==> src/rtl/imm_extend_pipe.sv <==
// imm_extend_pipe: RISC-V immediate extender feeding a DEPTH-entry valid/ready output FIFO.
// Optional build macro IMM_EXTEND_BYPASS_EN adds a zero-latency path while the FIFO is empty.
module imm_extend_pipe #(
    parameter int XLEN  = 32,
    parameter int DEPTH = 2,
    parameter int TAG_W = 5
) (
    input  logic             clk,
    input  logic             rst_n,
    input  logic             flush,
    input  logic             in_valid,
    output logic             in_ready,
    input  logic [24:0]      in_inst,
    input  logic [2:0]       in_imm_type,
    input  logic [TAG_W-1:0] in_tag,
    output logic             out_valid,
    input  logic             out_ready,
    output logic [XLEN-1:0]  out_imm,
    output logic [TAG_W-1:0] out_tag,
    output logic             out_err
);

    // Immediate type codes shared with the core decoder; code 0 (RTYPE) and 7 are unused here
    localparam logic [2:0] ITYPE = 3'd1;
    localparam logic [2:0] STYPE = 3'd2;
    localparam logic [2:0] BTYPE = 3'd3;
    localparam logic [2:0] UTYPE = 3'd4;
    localparam logic [2:0] JTYPE = 3'd5;
    localparam logic [2:0] ZTYPE = 3'd6;

    localparam int PW = $clog2(DEPTH);
    localparam int CW = PW + 1;
    localparam logic [CW-1:0] FULL_CNT = CW'(DEPTH);
    localparam logic [CW-1:0] CNT_ZERO = {CW{1'b0}};
    localparam logic [CW-1:0] CNT_ONE  = CW'(1);
    localparam logic [PW-1:0] PTR_ZERO = {PW{1'b0}};
    localparam logic [PW-1:0] PTR_ONE  = PW'(1);

    logic            sign_s;
    logic [XLEN-1:0] ext_imm_s;
    logic            ext_err_s;

    logic [XLEN-1:0]  imm_mem_r [DEPTH];
    logic [TAG_W-1:0] tag_mem_r [DEPTH];
    logic             err_mem_r [DEPTH];

    logic [PW-1:0] wr_ptr_r;
    logic [PW-1:0] rd_ptr_r;
    logic [CW-1:0] count_r;

    logic fifo_empty_s;
    logic accept_s;
    logic push_s;
    logic pop_s;

    assign sign_s = in_inst[24];

    // Extender: in_inst[k] carries instruction bit k+7, so inst[31] is in_inst[24]
    always_comb begin
        ext_imm_s = {XLEN{1'b0}};
        ext_err_s = 1'b0;
        case (in_imm_type)
            ITYPE: ext_imm_s = {{(XLEN-11){sign_s}}, in_inst[23:13]};
            STYPE: ext_imm_s = {{(XLEN-11){sign_s}}, in_inst[23:18], in_inst[4:0]};
            BTYPE: ext_imm_s = {{(XLEN-12){sign_s}}, in_inst[0], in_inst[23:18],
                                in_inst[4:1], 1'b0};
            JTYPE: ext_imm_s = {{(XLEN-20){sign_s}}, in_inst[12:5], in_inst[13],
                                in_inst[23:14], 1'b0};
            UTYPE: ext_imm_s = {{(XLEN-31){sign_s}}, in_inst[23:5], 12'b0};
            ZTYPE: ext_imm_s = {{(XLEN-5){1'b0}}, in_inst[12:8]};
            default: begin
                ext_imm_s = {XLEN{1'b0}};
                ext_err_s = 1'b1;
            end
        endcase
    end

    assign fifo_empty_s = (count_r == CNT_ZERO);
    // Ready depends only on the registered count, never on out_ready
    assign in_ready     = (count_r != FULL_CNT);
    assign accept_s     = in_valid & in_ready;
    assign pop_s        = ~fifo_empty_s & out_ready;

`ifdef IMM_EXTEND_BYPASS_EN
    logic bypass_s;
    logic bypass_take_s;

    assign bypass_s      = fifo_empty_s & in_valid;
    assign bypass_take_s = bypass_s & ~flush & out_ready;
    assign push_s        = accept_s & ~flush & ~bypass_take_s;

    assign out_valid = bypass_s ? (in_valid & ~flush) : ~fifo_empty_s;
    assign out_imm   = bypass_s ? ext_imm_s : imm_mem_r[rd_ptr_r];
    assign out_tag   = bypass_s ? in_tag    : tag_mem_r[rd_ptr_r];
    assign out_err   = bypass_s ? ext_err_s : err_mem_r[rd_ptr_r];
`else
    assign push_s    = accept_s & ~flush;

    assign out_valid = ~fifo_empty_s;
    assign out_imm   = imm_mem_r[rd_ptr_r];
    assign out_tag   = tag_mem_r[rd_ptr_r];
    assign out_err   = err_mem_r[rd_ptr_r];
`endif

    // Entry storage; cleared on reset so an empty FIFO presents all-zero head fields
    always_ff @(posedge clk or negedge rst_n) begin
        if (!rst_n) begin
            for (int i = 0; i < DEPTH; i++) begin
                imm_mem_r[i] <= {XLEN{1'b0}};
                tag_mem_r[i] <= {TAG_W{1'b0}};
                err_mem_r[i] <= 1'b0;
            end
        end else if (push_s) begin
            imm_mem_r[wr_ptr_r] <= ext_imm_s;
            tag_mem_r[wr_ptr_r] <= in_tag;
            err_mem_r[wr_ptr_r] <= ext_err_s;
        end else begin
            imm_mem_r[wr_ptr_r] <= imm_mem_r[wr_ptr_r];
        end
    end

    // Pointer and occupancy tracking; flush overrides any push or pop in the same cycle
    always_ff @(posedge clk or negedge rst_n) begin
        if (!rst_n) begin
            wr_ptr_r <= PTR_ZERO;
            rd_ptr_r <= PTR_ZERO;
            count_r  <= CNT_ZERO;
        end else if (flush) begin
            wr_ptr_r <= PTR_ZERO;
            rd_ptr_r <= PTR_ZERO;
            count_r  <= CNT_ZERO;
        end else begin
            if (push_s) begin
                wr_ptr_r <= wr_ptr_r + PTR_ONE;
            end else begin
                wr_ptr_r <= wr_ptr_r;
            end
            if (pop_s) begin
                rd_ptr_r <= rd_ptr_r + PTR_ONE;
            end else begin
                rd_ptr_r <= rd_ptr_r;
            end
            case ({push_s, pop_s})
                2'b10:   count_r <= count_r + CNT_ONE;
                2'b01:   count_r <= count_r - CNT_ONE;
                default: count_r <= count_r;
            endcase
        end
    end

endmodule

==> config.mk <==
export PLATFORM = sky130hd
export DESIGN_NAME = imm_extend_pipe
export DESIGN_NICKNAME = d
export VERILOG_FILES = /design/src/rtl/imm_extend_pipe.sv
export SDC_FILE = /design/constraint.sdc
export NUM_CORES = 1
export LEC_CHECK = 0
export ABC_AREA = 1
export CAP_MARGIN = 5
export CORE_MARGIN = 2
export CORE_UTILIZATION = 50
export CTS_CLUSTER_SIZE = 12
export DETAILED_ROUTE_END_ITERATION = 8
export HOLD_SLACK_MARGIN = 0.08
export PLACE_DENSITY_LB_ADDON = 0.08
export SLEW_MARGIN = 20
export SYNTH_ARGS = -nofsm -noshare
export SYNTH_HDL_FRONTEND = slang
export SYNTH_SLANG_ARGS = --single-unit
==> constraint.sdc <==
create_clock -name clk -period 3.3 [get_ports clk]
set_input_delay 0.495 -clock clk [delete_from_list [all_inputs] [get_ports clk]]
set_output_delay 0.495 -clock clk [all_outputs]
set_load 0.005 [all_outputs]
==> results of run 1 <==
[cells in the mapped netlist, drive strengths merged]
master,instances
a21oi,3
clkbuf,12
dfrtp,80
nand4,8
inv,63
nor2,17
nand3,20
o211ai,4
buf,15
clkinv,1
o21ai,94
nand2,219
[worst max-delay path: stages, from the launching register on]
cell             delay (ps)
dfrtp_1                 370
buf_4                   190
inv_1                   340
buf_12                  270
nand2_1                  60
o21ai_0                 110
clkdlybuf4s50_1         540
[placed cells by master (no fill, tap or decap), drive strengths merged]
cell	Yosys	layout
nand2	219	219
o21ai	94	94
dfrtp	80	80
clkdlybuf4s50	0	76
inv	63	63
nand3	20	20
nor2	17	17
clkbuf	12	12
nand4	8	8
buf	15	5
o211ai	4	4
a21oi	3	3
clkinvlp	0	2
bufinv	0	2
clkinv	1	1
[where the power goes]
part | leakage (nW) | internal [mW] | switching [mW] | total [mW]
combinational | 1.30 | 0.636 | 0.651 | 1.29
sequential | 1.04 | 1.35 | 0.158 | 1.51
clock | 0.115 | 0.488 | 0.358 | 0.846
[flip-flops by register name, summed over array words and instances (netlist names)]
signal	cells
imm_mem_r	64
err_mem_r	2
tag_mem_r	10
rd_ptr_r	1
count_r	2
wr_ptr_r	1
[cell type report]
cell class              count  area (µm²)
clock buffers              12         165
clock inverters             4        75.1
fillers                   681        2710
inverters                  64         240
multi-input cells         365        1620
flip-flops and latches     80        2000
well taps                 102         128
repair buffers             81         827
[stage by stage]
stage	worst slack, ps	hold slack [ps]	utilization, %	cells
global route	377	233	65.1	708
CTS	522	341	65.0	708
floorplan	1760	199	-	536
finish	555	176	65.1	708
global placement	833	461	61.9	692
detailed placement	777	465	61.9	692
[worst paths after layout]
path	start	endpoint	slack, ps	cells after the start
setup / recovery	rd_ptr_r	out_imm[22]	550	6
hold / removal	rst_n	imm_mem_r[17]	180	1
setup reg to reg	count_r[0]	imm_mem_r[13]	1340	7
hold reg to reg	imm_mem_r[34]	imm_mem_r[34]	480	2
max in group asynchronous	rst_n	imm_mem_r[35]	2650	1
min in group clk	imm_mem_r[34]	imm_mem_r[34]	480	2
[cells by family after synthesis]
kind of cell,after synthesis,share of synthesized area [%]
flops,80,49.9
buf+inv,91,9.88
simple gates,264,27.0
compound gates,101,13.2
[layer usage]
layer,part of all wire [%],track usage (%),vias up
met1,47,34.1,1696
met3,4.0,3.30,12
li1,-,-,1802
met5,0,0,-
met4,1.4,9.30,0
met2,48,36.9,76
==> impl_metrics.toml, run 1 <==
[logic_synthesis]
synth_area_um2 = 4020
yosys.area.top_type = "dfrtp_1"
synth.net_count = 574
synthDistinctLibCells = 25
ys_seq_area_share_pct = 49.9
syn-instance-count = 536
yosys_warnings = 0
synth_top_area_share_pct = 49.9
synth-seq-cells = 80
synthTopCellsByArea = "dfrtp_1 50%, nand2_1 20%, o21ai_0 12%, inv_1 5.3%, nand3_1 2.4%"
syn_avg_cell_area_um2 = 7.49

[grt]
antenna_found_initial = 0
grt_pass1_vias = 3418
grtUsageTotal_pct = 23.8
grt_pass1_wl_mm = 16.2
grt_overflow = 0
grt_max_degree = 81

[finish]
n_antenna_cell = 0
area_growth_pct = 25.9
stdcell_area_um2 = 5050
fin_nets = 639
drive_above_1_share_pct = 5.94

[route]
post_drt_wl_per_cell_um = 13.7
dr.pass1.iters = 4
vias = 3586
viasPerCell = 5.06
drt-initial-drc-count = 234
route.detailed.drc = 0
ant_nets = 0
finalWirelength_mm = 9.69

[clock_network]
clkTransAtPathRegs_ps = 80
cts_sinks = 80
cts-resized-gates = 0
cts_tree = "yes"
clkLatencyLatePin_ps = 360
cts_setup_buffers = 0
cts_buffers = 9
clk_path_buf_depth = 2
holdBufCountCts = 0
cts_root_buf = "clkbuf_8"
cts-htree-levels = 3

[critical_path]
cp-start-kind = "register"
cp_max_fo = 46
critPathArrivalTime_ps = 2250
worst-setup-path-type = "reg -> out"
required_ps = 2800
crit_path_end_kind = "output pin"

[sta]
rsz0062_at_grt = "no"
setup_viol = 0
finClkSkew_ps = 8.64
min_period_ps = 2750
finalHoldViolations = 0
fin_crit_sh_pct = 83.2
fin_tns_setup_ps = 0
relSlewSlack_pct = 50.6
worst_pin_slew_ps = 733
drv_slew = 0
max_freq_ghz = 0.364

[die]
initial_core_util_pct = 51.7
core_um2 = 7770
die_area_um2 = 8760
rows = 32
fp.dieW_um = 93.6
die_h_um = 93.6
ioPinCount = 78

[place]
gp_congestion = 0.881
portBuffers = 77
place.detailed.hpwl_mm = 6.59
place_area_um2 = 4810

[power]
totalPowerFinal_mw = 3.64
p_leak_nw = 2.45
power.density_nw_per_um2 = 721
ir_drop_v = 0.000341

[flow_run]
maxCapViolations = 0

[hold_path]
hp-class = "in -> async"

[run_status]
outcome = "complete, no violations"
Power figures use the tool's default switching activity.
==> run 2, diff against run 1 <==
CORE_UTILIZATION = 47   (was 50)
clock period = 2.3 ns   (was 3.3 ns; I/O delays follow)
==> run 2 against run 1 <==
Effect of this change: clock-buffer cell count fell by 1; wire length fell by 0.10%; worst hold slack improved by 300 ps; sequential power rose by 43%; first-iteration DRC count fell by 10%; cell area rose by 0.67%; non-clock buffer count rose by 11; final cell count rose by 2.0%; critical path depth fell by 1; global-route usage fell by 0.91 points; via count rose by 0.22%; critical path type unchanged; largest power group unchanged; highest routed layer unchanged.
==> impl_metrics.toml, run 2 (synthesis results as in run 1) <==
[run_status]
outcome = "complete, no violations"

[critical_path]
r2r_start = "count_r[0]"
cp-start-kind = "register"
crit_path_top_delay_cell = "clkdlybuf4s50_1"
ff2ff_path_depth = 7
rr_endpoint = "imm_mem_r[19]"
regToRegSetupSlack_ps = 740
critPathArrivalTime_ps = 1850
cp_max_fo = 44
worst-setup-path-type = "reg -> out"
max_stage_delay_ps = 560
crit_chain = "inv_1 > buf_12 > nand2_1 > o21ai_0 > clkdlybuf4s50_1"
crit_path_end_kind = "output pin"
required_ps = 1960

[route]
vias = 3594
route.detailed.drc = 0
finalWirelength_mm = 9.68
viasPerCell = 4.98
ant_nets = 0
drt-initial-drc-count = 210
dr.pass1.iters = 5
post_drt_wl_per_cell_um = 13.4

[finish]
stdcell_count = 722
layout_commonest_cell = "nand2_1"
area_growth_pct = 26.7
top_regs = "imm_mem_r x64, tag_mem_r x10"
top_register = "imm_mem_r"
final_cell_mix = "217 x nand2_1, 93 x o21ai_0, 80 x dfrtp_1"
n_antenna_cell = 0
drive_above_1_share_pct = 7.13
fin_nets = 650
largest_reg_flops = 64

[power]
p_leak_nw = 2.48
ir_drop_v = 0.000485
power.density_nw_per_um2 = 988

[die]
rows = 33
die_area_um2 = 9300
fp.dieW_um = 96.4
initial_core_util_pct = 48.6
die_h_um = 96.4
ioPinCount = 78
core_um2 = 8260

[clock_network]
cts_sinks = 80
clk_path_buf_depth = 2
cts_setup_buffers = 0
cts_buffers = 9
cts-htree-levels = 3
clkTransAtPathRegs_ps = 90
cts_root_buf = "clkbuf_8"
clkLatencyLatePin_ps = 350
cts_tree = "yes"

[flow_run]
maxCapViolations = 0

[grt]
antenna_found_initial = 0
grt_pass1_wl_mm = 16.3
grtUsageTotal_pct = 22.9
grt_max_degree = 45
grt_overflow = 0
grt_pass1_vias = 3335

[sta]
min_period_ps = 2200
finClkSkew_ps = 15.3
setup_viol = 0
fin_tns_setup_ps = 0
relSlewSlack_pct = 65.8
fin_crit_sh_pct = 95.5
worst_pin_slew_ps = 513
finalHoldViolations = 0
drv_slew = 0
rsz0062_at_grt = "no"
max_freq_ghz = 0.455

[hold_path]
worstHoldStart = "imm_mem_r[8]"
hp-class = "reg -> reg"
whs_path_depth = 2
hold-path-endpoint = "imm_mem_r[8]"

[place]
place.detailed.hpwl_mm = 6.69
portBuffers = 77
dp.cells = 705
gp_congestion = 0.875
-- run 2: cell types whose count changed in the layout (fill, tap and decap cells not counted) --
| cell | before | now |
|---|---|---|
| dlygate4sd3_1 | 0 | 1 |
| clkbuf_1 | 0 | 2 |
| bufinv_16 | 2 | 1 |
| clkbuf_8 | 12 | 9 |
| buf_4 | 2 | 13 |
| clkinvlp_4 | 2 | 0 |
| clkinv_2 | 0 | 2 |
| clkinv_4 | 0 | 2 |
| buf_6 | 1 | 0 |
-- run 2: metrics by stage --
step	area, µm²	util, %	hold WS (ps)	power [mW]	setup slack, ps
final	5090	61.6	479	5.03	102
after global routing	5090	61.6	500	5.44	7.29
after CTS	5090	61.6	485	5.07	84.0
after detailed placement	4890	59.2	352	4.04	231
after global placement	4890	59.2	355	4.00	273
after floorplan	4020	-	49.4	3.12	905
-- run 2: timing repair --
item	4_1_cts	5_1_grt
endpoints found under the hold margin	38	0
resized for setup	0	0
hold buffers	1	0
-- run 2: how the worst max path moves through the flow --
stage | cells after the start | endpoint | from
floorplan | 5 | out_imm[12] | rd_ptr_r
global placement | 8 | imm_mem_r[30] | in_imm_type[1]
detailed placement | 8 | imm_mem_r[30] | in_imm_type[1]
CTS | 5 | out_imm[30] | rd_ptr_r
global route | 5 | out_imm[20] | rd_ptr_r
finish | 5 | out_imm[23] | rd_ptr_r
-- run 2: layout make-up --
type | instances | area [µm²]
inverters | 64 | 240
flip-flops and latches | 80 | 2000
multi-input cells | 365 | 1620
repair buffers | 92 | 908
clock buffers | 11 | 131
clock inverters | 5 | 57.6
fillers | 783 | 3170
well taps | 105 | 131
-- run 2: per-layer routing --
layer / GRT usage, % / share of wire (%)
met1: 35.0 / 49
met2: 33.1 / 45
met3: 3.10 / 3.9
met4: 8.92 / 1.5
met5: 0 / 0
-- run 2: power by group --
| part | switching, mW | total, mW | internal, mW |
|---|---|---|---|
| Combinational | 0.922 | 1.85 | 0.932 |
| Sequential | 0.218 | 2.16 | 1.94 |
| Clock | 0.514 | 1.02 | 0.503 |
| Total | 1.65 | 5.03 | 3.37 |
-- run 2: worst max-delay path, delay by kind of cell, from the launching register on --
| family | cells | cell delay, ps |
|---|---|---|
| flops | 1 | 390 |
| buf+inv | 3 | 900 |
| simple gates | 1 | 70 |
| compound gates | 1 | 130 |
